File: src/rtl/pwm_ramp_sequencer.sv
// pwm_ramp_sequencer: SPI-written enable/duty registers; an IDLE/WAIT/STEP FSM ramps pwm_duty_cycle toward ramp_target, with ramp_busy and a ramp_done pulse
module pwm_ramp_sequencer #(
  parameter int PRESC_SHIFT = 8
) (
  input  logic       clk,
  input  logic       rst,
  input  logic       wr_valid,
  input  logic [6:0] wr_addr,
  input  logic [7:0] wr_data,
  output logic [7:0] en_reg_out_7_0,
  output logic [7:0] en_reg_out_15_8,
  output logic [7:0] en_reg_pwm_7_0,
  output logic [7:0] en_reg_pwm_15_8,
  output logic [7:0] pwm_duty_cycle,
  output logic       ramp_busy,
  output logic       ramp_done
);
  localparam int CW = 8 + PRESC_SHIFT;
  typedef enum logic [1:0] {S_IDLE, S_WAIT, S_STEP} state_t;
  state_t state, state_n;
  logic [7:0] ramp_target, ramp_step, ramp_interval, duty_n, stepped, st;
  logic [CW-1:0] cnt, cnt_n, reload;
  logic [8:0] sum, diff;
  logic [8:0] sel;
  logic done_n, start, abort;
  always_comb begin
    for (int i = 0; i < 9; i++) sel[i] = wr_valid && wr_addr == 7'(i);
    start = sel[8] && wr_data[0];
    abort = sel[8] && wr_data[1];
    reload = ((CW'(ramp_interval) + CW'(1)) << PRESC_SHIFT) - CW'(1);
    st = ramp_step == 8'd0 ? 8'd1 : ramp_step;
    sum = {1'b0, pwm_duty_cycle} + {1'b0, st};
    diff = {1'b0, pwm_duty_cycle} - {1'b0, st};
    stepped = pwm_duty_cycle < ramp_target ? (sum > {1'b0, ramp_target} ? ramp_target : sum[7:0])
            : ((diff[8] || diff[7:0] < ramp_target) ? ramp_target : diff[7:0]);
    state_n = state;
    cnt_n = cnt;
    duty_n = pwm_duty_cycle;
    done_n = 1'b0;
    if (sel[4]) begin
      duty_n = wr_data;
      state_n = S_IDLE;
    end else if (abort) begin
      state_n = S_IDLE;
    end else if (start) begin
      if (state == S_IDLE && pwm_duty_cycle == ramp_target) done_n = 1'b1;
      else begin
        state_n = S_WAIT;
        cnt_n = reload;
      end
    end else begin
      case (state)
        S_WAIT: begin
          cnt_n = cnt == '0 ? '0 : cnt - CW'(1);
          state_n = cnt <= CW'(1) ? S_STEP : S_WAIT;
        end
        S_STEP: begin
          duty_n = stepped;
          done_n = stepped == ramp_target;
          state_n = stepped == ramp_target ? S_IDLE : S_WAIT;
          cnt_n = reload;
        end
        default: state_n = S_IDLE;
      endcase
    end
  end
  always_ff @(posedge clk) begin
    if (rst) begin
      state <= S_IDLE;
      cnt <= '0;
      pwm_duty_cycle <= '0;
      ramp_done <= 1'b0;
      en_reg_out_7_0 <= '0;
      en_reg_out_15_8 <= '0;
      en_reg_pwm_7_0 <= '0;
      en_reg_pwm_15_8 <= '0;
      ramp_target <= '0;
      ramp_step <= '0;
      ramp_interval <= '0;
    end else begin
      state <= state_n;
      cnt <= cnt_n;
      pwm_duty_cycle <= duty_n;
      ramp_done <= done_n;
      en_reg_out_7_0 <= sel[0] ? wr_data : en_reg_out_7_0;
      en_reg_out_15_8 <= sel[1] ? wr_data : en_reg_out_15_8;
      en_reg_pwm_7_0 <= sel[2] ? wr_data : en_reg_pwm_7_0;
      en_reg_pwm_15_8 <= sel[3] ? wr_data : en_reg_pwm_15_8;
      ramp_target <= sel[5] ? wr_data : ramp_target;
      ramp_step <= sel[6] ? wr_data : ramp_step;
      ramp_interval <= sel[7] ? wr_data : ramp_interval;
    end
  end
  assign ramp_busy = state != S_IDLE;
endmodule

File: config.mk
export PLATFORM = sky130hd
export DESIGN_NAME = pwm_ramp_sequencer
export DESIGN_NICKNAME = d
export VERILOG_FILES = /design/src/rtl/pwm_ramp_sequencer.sv
export SDC_FILE = /design/constraint.sdc
export NUM_CORES = 1
export LEC_CHECK = 0
export CELL_PAD_IN_SITES_DETAIL_PLACEMENT = 0
export CELL_PAD_IN_SITES_GLOBAL_PLACEMENT = 1
export CORE_ASPECT_RATIO = 1.2
export CORE_MARGIN = 2
export CORE_UTILIZATION = 39
export CTS_CLUSTER_DIAMETER = 200
export DETAILED_ROUTE_END_ITERATION = 12
export PLACE_DENSITY_LB_ADDON = 0.1
export SLEW_MARGIN = 25
export SYNTH_ARGS = -nofsm -noshare
export SYNTH_HDL_FRONTEND = slang
export SYNTH_SLANG_ARGS = --single-unit
File: constraint.sdc
create_clock -name clk -period 4 [get_ports clk]
set_input_delay 0.4 -clock clk [delete_from_list [all_inputs] [get_ports clk]]
set_output_delay 0.4 -clock clk [all_outputs]
set_load 0.1 [all_outputs]
# == Word level (Yosys, flattened, before mapping) ==
# Index checks and enable logic that the tools add are counted.
# totals
register_bits,83
out_inout_bits,42
word_cells,80
# op_classes
n_addsub,5
magnitude_cmp,4
eq_ne,15
muxes,20
bitwise,2
n_reduce_logical,23
# op_table
operator,n
2-to-1 mux 8 bit,8
2-to-1 mux 16 bit,3
case mux 16 bit (2 select lines),1
subtractor 16 x 1 -> 16 bit (second input constant),2
== test 7 x 3 -> 1 bit (second input constant),4
== test 8 bit,2
less-or-equal comparator 16 x 1 -> 1 bit (second input constant),1
logical NOT 16 bit,1
less-than comparator 8 bit,2
== test 7 x 2 -> 1 bit (second input constant),2
logical AND 1 bit,12
adder 8 x 8 -> 9 bit,1
> comparator 9 x 8 -> 1 bit,1
subtractor 8 x 8 -> 9 bit,1
adder 8 x 1 -> 8 bit (second input constant),1
logical NOT 8 bit,1
== test 7 x 1 -> 1 bit (second input constant),1
== test 7 x 4 -> 1 bit (second input constant),1
logical NOT 7 bit,1
2-to-1 mux 2 bit,3
inequality test 2 bit (second input constant),3
2-to-1 mux 1 bit,4
case mux 2 bit (2 select lines),1
AND reduction 4 bit,1
9 further kinds,11

# == Depth between registers and ports, before layout ==
# depth
ltp_word,11
depth_mapped,18

# == Worst setup path before layout ==
# Ideal clock, no wire load.
# synth_path
path_kind,flip-flop to flip-flop
start,register pwm_duty_cycle[1]
end,register ramp_done
setup_time_ns,0.070
arrival_time_ns,4.153
slack_ns,-0.223
path_stages_with_launch,15
n_path_buf,0
path_cell_list,dfxtp_1 > ha_1 > nand2b_1 > a221oi_1 > o221ai_1 > xnor2_1 > ha_1 > nand3_1 > nor2_1 > a22o_1 > a21o_1 > and2_1 > a311o_1 > or4_1 > a21oi_1
# synth_between
elab_chain_len,8
# synth_lines
item,line_no,source
start: declaration,14,"output logic [7:0] pwm_duty_cycle,"
start signal: assignment,83,pwm_duty_cycle <= duty_n;
subtractor 8 x 8 -> 9 bit,33,"diff = {1'b0, pwm_duty_cycle} - {1'b0, st};"
less-than comparator 8 bit,35,: ((diff[8] || diff[7:0] < ramp_target) ? ramp_target : diff[7:0]);
logical OR 1 bit,35,
2-to-1 mux 8 bit,35,
2-to-1 mux 8 bit,34,"stepped = pwm_duty_cycle < ramp_target ? (sum > {1'b0, ramp_target} ? ramp_target : sum[7:0])"
== test 8 bit,59,done_n = stepped == ramp_target;
2-to-1 mux 1 bit,52,case (state)
2-to-1 mux 1 bit (*),45,end else if (start) begin
end signal: assignment,84,ramp_done <= done_n;
end: declaration,16,output logic ramp_done
# Every way passes the cells marked *; elsewhere a longest branch is shown, timed or not.
# A chain may end at the register's enable or synchronous reset.

# == Final worst setup path ==
# layout_path
start,register ramp_step[6]
end,register ramp_done
# layout_between
elab_chain_len,10
# layout_lines
item,line_no,source
start: declaration,21,"logic [7:0] ramp_target, ramp_step, ramp_interval, duty_n, stepped, st;"
start signal: assignment,90,ramp_step <= sel[6] ? wr_data : ramp_step;
logical NOT 8 bit,31,st = ramp_step == 8'd0 ? 8'd1 : ramp_step;
2-to-1 mux 8 bit (*),31,
subtractor 8 x 8 -> 9 bit,33,
less-than comparator 8 bit,35,
logical OR 1 bit,35,
2-to-1 mux 8 bit,35,
2-to-1 mux 8 bit (*),34,
== test 8 bit (*),59,
2-to-1 mux 1 bit (*),52,
2-to-1 mux 1 bit (*),45,
# Marks and branches as above.

==> results.tsv <==
metric	value	unit
arrival	4.40	ns
wl_met1	7360	um
initial_core_util	39.9	%
fin_hold_ws	0.495	ns
cap_violations	0	
synth_top_area_share	30.1	%
required	4.27	ns
overflow	0	
highest_layer	met4	
placed_area	6510	um2
ir_drop	251	uV
die_w	113	um
vias	5142	
max_stage_delay	0.47	ns
grt_pass1_vias	5019	
syn_area	5520	um2
crit_type	flip-flop to flip-flop	
pre_cts_slack	-0.265	ns
ctsHoldBuffers	0	
setup_viol	2	
final.fill_count	1332	
crit_chain	nor4_2, a41o_1, ha_2, inv_2, fa_2, a211oi_4, o21ai_2, a21oi_2, xnor2_2, ha_1, a21o_1, a21oi_2, inv_1, o32a_1, and4b_1, a311o_1, or4_1, a21oi_1	
leakagePower	2.89	nW
async_reset_ff_share	0	%
regArea	1680	um2
seq_area_frac_synth	30.1	%
synth_cells	656	
avgSynthCellArea	8.41	um2
cp_common_cell	a21oi_2	
gp_congestion	0.908	
root_buffer	clkbuf_16	
status	finished with violations	
grtUsageTotal	22.5	%
wl_met3	563	um
nNetsFinal	810	
tritoncts	built	
end_kind	flip-flop	
synth.largest_area_cell	dfxtp_1	
syn_to_final_growth	28.8	%
tightest_slew	1.02	ns
ant_nets	0	
diodes	0	
clock_latency	0.34	ns
clkSlewWorstSetupHoldPaths	0.07	ns
ios	60	
finalCritPeriodShare	103	%
port_buffers	59	
die_area	15100	um2
failed_checks	negative setup slack	
htree_num_levels	3	
drive_gt1_share	19.0	%
clock_skew	0.00644	ns
cts_made_buffers	9	
yosys_warnings	0	
synth_ff_type	dfxtp_1	
finalMaxSlewViolations	0	
cts_max_path_buffers	2	
drtIter0Drc	264	
slowest_stage	or4_1	
firstDrtPassIters	4	
finalSetupTns	-0.151	ns
power.density	246	nW/um2
multi_input_area	3810	um2
dp_hpwl	12700	um
rsz0062_at_grt	yes	
std_cell_rows	47	
hp-class	flip-flop to flip-flop	
grt_max_degree	59	
synth_enable_flop_cells	0	
clock_sinks	83	
fin_crit	4.13	ns
drt_drc_violations_left	0	
yosys-top-cells-area	dfxtp_1, ha_1, mux2i_1	
fmax	0.242	GHz
core_area	13800	um2
ys_ff_latch	83	
design_area	7100	um2
antenna_found_initial	0	
relSlewSlack	32.0	%
grt_pass1_wl	27100	um
routed_via_density	5.59	
fin_util	51.4	%
drt-wirelength-per-cell	18.5	um
startpoint_type	flip-flop	
die_height	134	um
routed_wl	17000	um
fin_ws	-0.132	ns
hold_viol	0	
critPathMaxFanout	3	
synth_fp_nets	722	
synth.distinct_cells	74	
wl_met2	8510	um
-- cells by family after synthesis --
kind of cell	after synthesis	synth area share [%]
mux	57	10.4
buf+inv	67	5.01
flops	83	30.1
compound gates	153	18.6
fa+ha+maj	48	11.2
xor+xnor	30	5.01
simple gates	218	19.7
-- flip-flops by register name, indices dropped and copies added, names as in the netlist --
signal,count
cnt,16
en_reg_out_15_8,8
en_reg_out_7_0,8
en_reg_pwm_15_8,8
en_reg_pwm_7_0,8
pwm_duty_cycle,8
ramp_interval,8
ramp_step,8
ramp_target,8
state,2
ramp_done,1
-- worst max-delay path, delay by kind of cell, from the launching register on --
kind                     cells  cell delay, ns
XOR/XNOR                     1            0.15
adder cells (fa/ha/maj)      3            0.85
flip-flops                   1            0.32
AO/OA/AOI/OAI                9            1.71
AND/OR/NAND/NOR              3            0.92
buffers and inverters        2            0.08
-- metal layers --
metal / vias to the layer above / track usage [%]
met4: 0 / 7.66
met3: 27 / 3.12
met1: 2475 / 28.6
li1: 2530 / -
met2: 110 / 39.1
met5: - / 0
-- per-stage QoR --
| step | power (mW) | instances |
|---|---|---|
| 6_report | 1.75 | 920 |
| 5_1_grt | 1.81 | 920 |
| 4_1_cts | 1.76 | 916 |
| 3_5_place_dp | 0.963 | 896 |
| 3_3_place_gp | 0.962 | 896 |
| 2_1_floorplan | 0.915 | 656 |
-- where the power goes --
group	switching, mW	internal [mW]	leakage [nW]	total, mW
logic	0.0756	0.0488	2.07	0.124
clock network	0.360	0.434	0.140	0.794
registers	0.00193	0.828	0.675	0.830
total	0.438	1.31	2.89	1.75
-- final timing paths --
path           startpoint        end  slack [ns]  cells after the start
max          ramp_step[6]  ramp_done       -0.13                     18
min                cnt[4]     cnt[4]        0.50                      2
max reg2reg  ramp_step[6]  ramp_done       -0.13                     18
min reg2reg        cnt[4]     cnt[4]        0.50                      2
-- cell usage after synthesis, types with 4 or more instances --
cell type  instances
buf_1              9
a21o_1             4
dfxtp_1           83
a22oi_1           10
nor2_1            94
nor2b_1           10
a211oi_1           4
o21ai_1            6
or3_1             10
xor2_1            10
nand3_1            8
ha_1              46
clkbuf_1          21
and3_1             4
o211ai_1           8
o31ai_1            4
nand4_1            6
nor4_1            10
nand2_1           29
mux2i_1           56
o21ai_0           37
inv_1             32
nand2b_1           6
a21oi_1           37
nor3_1            18
o221a_2            6
xnor2_1           19
-- layout by cell type (no fill, tap or decap), types with 3 or more instances in the layout --
| cell type | instances |
|---|---|
| nor2_1 | 93 |
| dfxtp_1 | 70 |
| clkdlybuf4s50_1 | 58 |
| mux2i_1 | 56 |
| buf_4 | 52 |
| ha_1 | 43 |
| a21oi_1 | 31 |
| inv_1 | 29 |
| nand2_1 | 26 |
| o21ai_0 | 25 |
| nor3_1 | 18 |
| xnor2_1 | 17 |
| dfxtp_2 | 13 |
| or3_1 | 10 |
| o21ai_1 | 10 |
| xor2_1 | 10 |
| a22oi_1 | 10 |
| nor2b_1 | 9 |
| clkbuf_16 | 9 |
| nor4_1 | 8 |
| o211ai_1 | 8 |
| o21ai_2 | 8 |
| nand3_1 | 7 |
| nand2b_1 | 6 |
| a21oi_2 | 6 |
| nand4_1 | 6 |
| o221a_4 | 6 |
| a211oi_1 | 4 |
| o31ai_1 | 4 |
| a21o_1 | 4 |
| and3_1 | 4 |
| inv_2 | 3 |
| or4_1 | 3 |
| a22o_1 | 3 |
| a31oi_1 | 3 |
| inv_6 | 3 |
-- timing repair --
action / CTS / global route
resized for setup: 18 / 50
setup endpoints to repair: 9 / 10
setup buffers: 4 / 5
pin swaps: 15 / 34
-- area by class of cell --
class                           instances  share of cell area, %
Tap cell                              171                   3.01
Clock buffer                           10                   3.22
Sequential cell                        83                   23.6
Clock inverter                          6                  0.775
Timing Repair Buffer                  112                   14.0
Inverter                               32                   1.69
Multi-Input combinational cell        506                   53.7
(Power assumes the default switching activity.)
==> RTL edit, RTL diff (same flow settings) <==
Register the inputs `wr_valid`, `wr_addr` and `wr_data` before use, cleared by the reset. The logic sees them one clock later.
--- a/src/rtl/pwm_ramp_sequencer.sv
+++ b/src/rtl/pwm_ramp_sequencer.sv
@@ -17,6 +17,23 @@
 );
   localparam int CW = 8 + PRESC_SHIFT;
   typedef enum logic [1:0] {S_IDLE, S_WAIT, S_STEP} state_t;
+
+  logic wr_valid_q;
+  logic [6:0] wr_addr_q;
+  logic [7:0] wr_data_q;
+
+  always_ff @(posedge clk) begin
+    if (rst) begin
+      wr_valid_q <= '0;
+      wr_addr_q  <= '0;
+      wr_data_q  <= '0;
+    end else begin
+      wr_valid_q <= wr_valid;
+      wr_addr_q  <= wr_addr;
+      wr_data_q  <= wr_data;
+    end
+  end
+
   state_t state, state_n;
   logic [7:0] ramp_target, ramp_step, ramp_interval, duty_n, stepped, st;
   logic [CW-1:0] cnt, cnt_n, reload;
@@ -24,9 +41,9 @@
   logic [8:0] sel;
   logic done_n, start, abort;
   always_comb begin
-    for (int i = 0; i < 9; i++) sel[i] = wr_valid && wr_addr == 7'(i);
-    start = sel[8] && wr_data[0];
-    abort = sel[8] && wr_data[1];
+    for (int i = 0; i < 9; i++) sel[i] = wr_valid_q && wr_addr_q == 7'(i);
+    start = sel[8] && wr_data_q[0];
+    abort = sel[8] && wr_data_q[1];
     reload = ((CW'(ramp_interval) + CW'(1)) << PRESC_SHIFT) - CW'(1);
     st = ramp_step == 8'd0 ? 8'd1 : ramp_step;
     sum = {1'b0, pwm_duty_cycle} + {1'b0, st};
@@ -38,7 +55,7 @@
     duty_n = pwm_duty_cycle;
     done_n = 1'b0;
     if (sel[4]) begin
-      duty_n = wr_data;
+      duty_n = wr_data_q;
       state_n = S_IDLE;
     end else if (abort) begin
       state_n = S_IDLE;
@@ -82,13 +99,13 @@
       cnt <= cnt_n;
       pwm_duty_cycle <= duty_n;
       ramp_done <= done_n;
-      en_reg_out_7_0 <= sel[0] ? wr_data : en_reg_out_7_0;
-      en_reg_out_15_8 <= sel[1] ? wr_data : en_reg_out_15_8;
-      en_reg_pwm_7_0 <= sel[2] ? wr_data : en_reg_pwm_7_0;
-      en_reg_pwm_15_8 <= sel[3] ? wr_data : en_reg_pwm_15_8;
-      ramp_target <= sel[5] ? wr_data : ramp_target;
-      ramp_step <= sel[6] ? wr_data : ramp_step;
-      ramp_interval <= sel[7] ? wr_data : ramp_interval;
+      en_reg_out_7_0 <= sel[0] ? wr_data_q : en_reg_out_7_0;
+      en_reg_out_15_8 <= sel[1] ? wr_data_q : en_reg_out_15_8;
+      en_reg_pwm_7_0 <= sel[2] ? wr_data_q : en_reg_pwm_7_0;
+      en_reg_pwm_15_8 <= sel[3] ? wr_data_q : en_reg_pwm_15_8;
+      ramp_target <= sel[5] ? wr_data_q : ramp_target;
+      ramp_step <= sel[6] ? wr_data_q : ramp_step;
+      ramp_interval <= sel[7] ? wr_data_q : ramp_interval;
     end
   end
   assign ramp_busy = state != S_IDLE;
Function: changed (Yosys sat finds a counterexample within 4 cycles, from zero or initial values and one cycle with rst high).
==> RTL edit against the unedited design <==
The run still ends with negative setup slack left. Wire length shrank 11%. Cell area fell by 1.5%. Critical path type unchanged. Critical endpoint is now state[0]. Area after synthesis rose by 2.7%. Sequential power grew 23%. Power is 15% higher. Sequential cell count rose by 16. Worst setup slack improved by 120 ps. Clock skew up 8.7 ps.
==> RTL edit: results (changes against the unedited design) <==
sequential cell power 1.02 mW (was 830 uW); Clock Power Share 43.9% (was 45.4%); WL per Instance 16.8 um (was 18.5 um); syn_area_per_cell 8.66 um^2 (was 8.41 um^2); Hold Path Depth 3 (was 2); Worst R2R Path Depth 17 (was 18); setup TNS -11.8 ps (was -151 ps); Int Pwr 1.49 mW (was 1.31 mW); WL met1 7.18 mm (was 7.36 mm); met2 usage 32.4% (was 39.1%); GRT met3 Usage 3.83% (was 3.12%); metal3 WL 708 um (was 563 um); leakage dissipation 2.93 nW (was 2.89 nW); failing checks negative setup slack (unchanged); PortBufs 59 (unchanged); RePlAce Congestion 0.913 (was 0.908); GRT Total Usage 20.2% (was 22.5%); CP arrival 4260 ps (was 4400 ps); Hold WC Path Type in -> reg (was reg -> reg); DP Wirelength 11.1 mm (was 12.7 mm); Worst Skew 15.1 ps (was 6.44 ps); share of cells above drive strength 1 12.7% (was 19.0%); synthesized net count 720 (was 722); placed cells 882 (was 896); number of distinct library cells after synthesis 61 (was 74); # H-tree levels 3 (unchanged); Resized cells post-CTS 9 (was 18); Worst-Margin Slew 1010 ps (was 1020 ps); Fill cells 1,425 (was 1,332); slowest stage cell, crit path a2111o_1 (was or4_1); setup violators final 1 (was 2); M1 GR Usage 26.9% (was 28.6%); Via density 5.39 (was 5.59); number of global-route vias before repair 4,750 (was 5,019); Post-CTS Setup Bufs 1 (was 4); top cells by count, synth 99 x dfxtp_1, 91 x nor2_1, 56 x mux2i_1 (was 94 x nor2_1, 83 x dfxtp_1, 56 x mux2i_1); DR iter-0 viols 238 (was 264); outcome finished with violations (unchanged); DR WL met2 6.91 mm (was 8.51 mm); worst setup margin -11.8 ps (was -132 ps); PwrDens 286 nW/um^2 (was 246 nW/um^2); first-pass GRT wire length 24.6 mm (was 27.1 mm); register area share after synthesis 35.0% (was 30.1%); Max rail drop VDD 179 uV (was 251 uV); Placed Area 6560 um^2 (was 6510 um^2); WL final 15.2 mm (was 17.0 mm); largest net degree at the start of global routing 97 (was 59)
RTL edit: path summary, 6_finish.rpt:
path           startpoint  endpoint  slack (ps)
max          ramp_step[4]  state[0]         -10
max reg2reg  ramp_step[4]  state[0]         -10
min reg2reg        cnt[5]    cnt[5]         450
min                   rst  state[1]         440
RTL edit: final cells by class:
cell class,count,share of cell area (%)
sequential,99,28.5
tap,175,3.13
inverter,30,1.61
clock buffer,9,3.22
clock inverter,7,1.13
timing repair buffer,92,11.9
multi-input combinational,490,50.5
RTL edit: per-stage QoR:
step	setup WS [ps]	util, %
after CTS	-53.3	48.3
after global routing	-198	48.9
final	-11.8	48.9
after detailed placement	-209	45.9
after floorplan	50.4	-
after global placement	-124	45.9
RTL edit: logic make-up after synthesis:
| group | synth area share (%) |
|---|---|
| flops | 35.0 |
| compound gates | 16.4 |
| simple gates | 18.8 |
| mux | 9.89 |
| buf+inv | 4.64 |
| xor+xnor | 4.48 |
| fa+ha+maj | 10.9 |
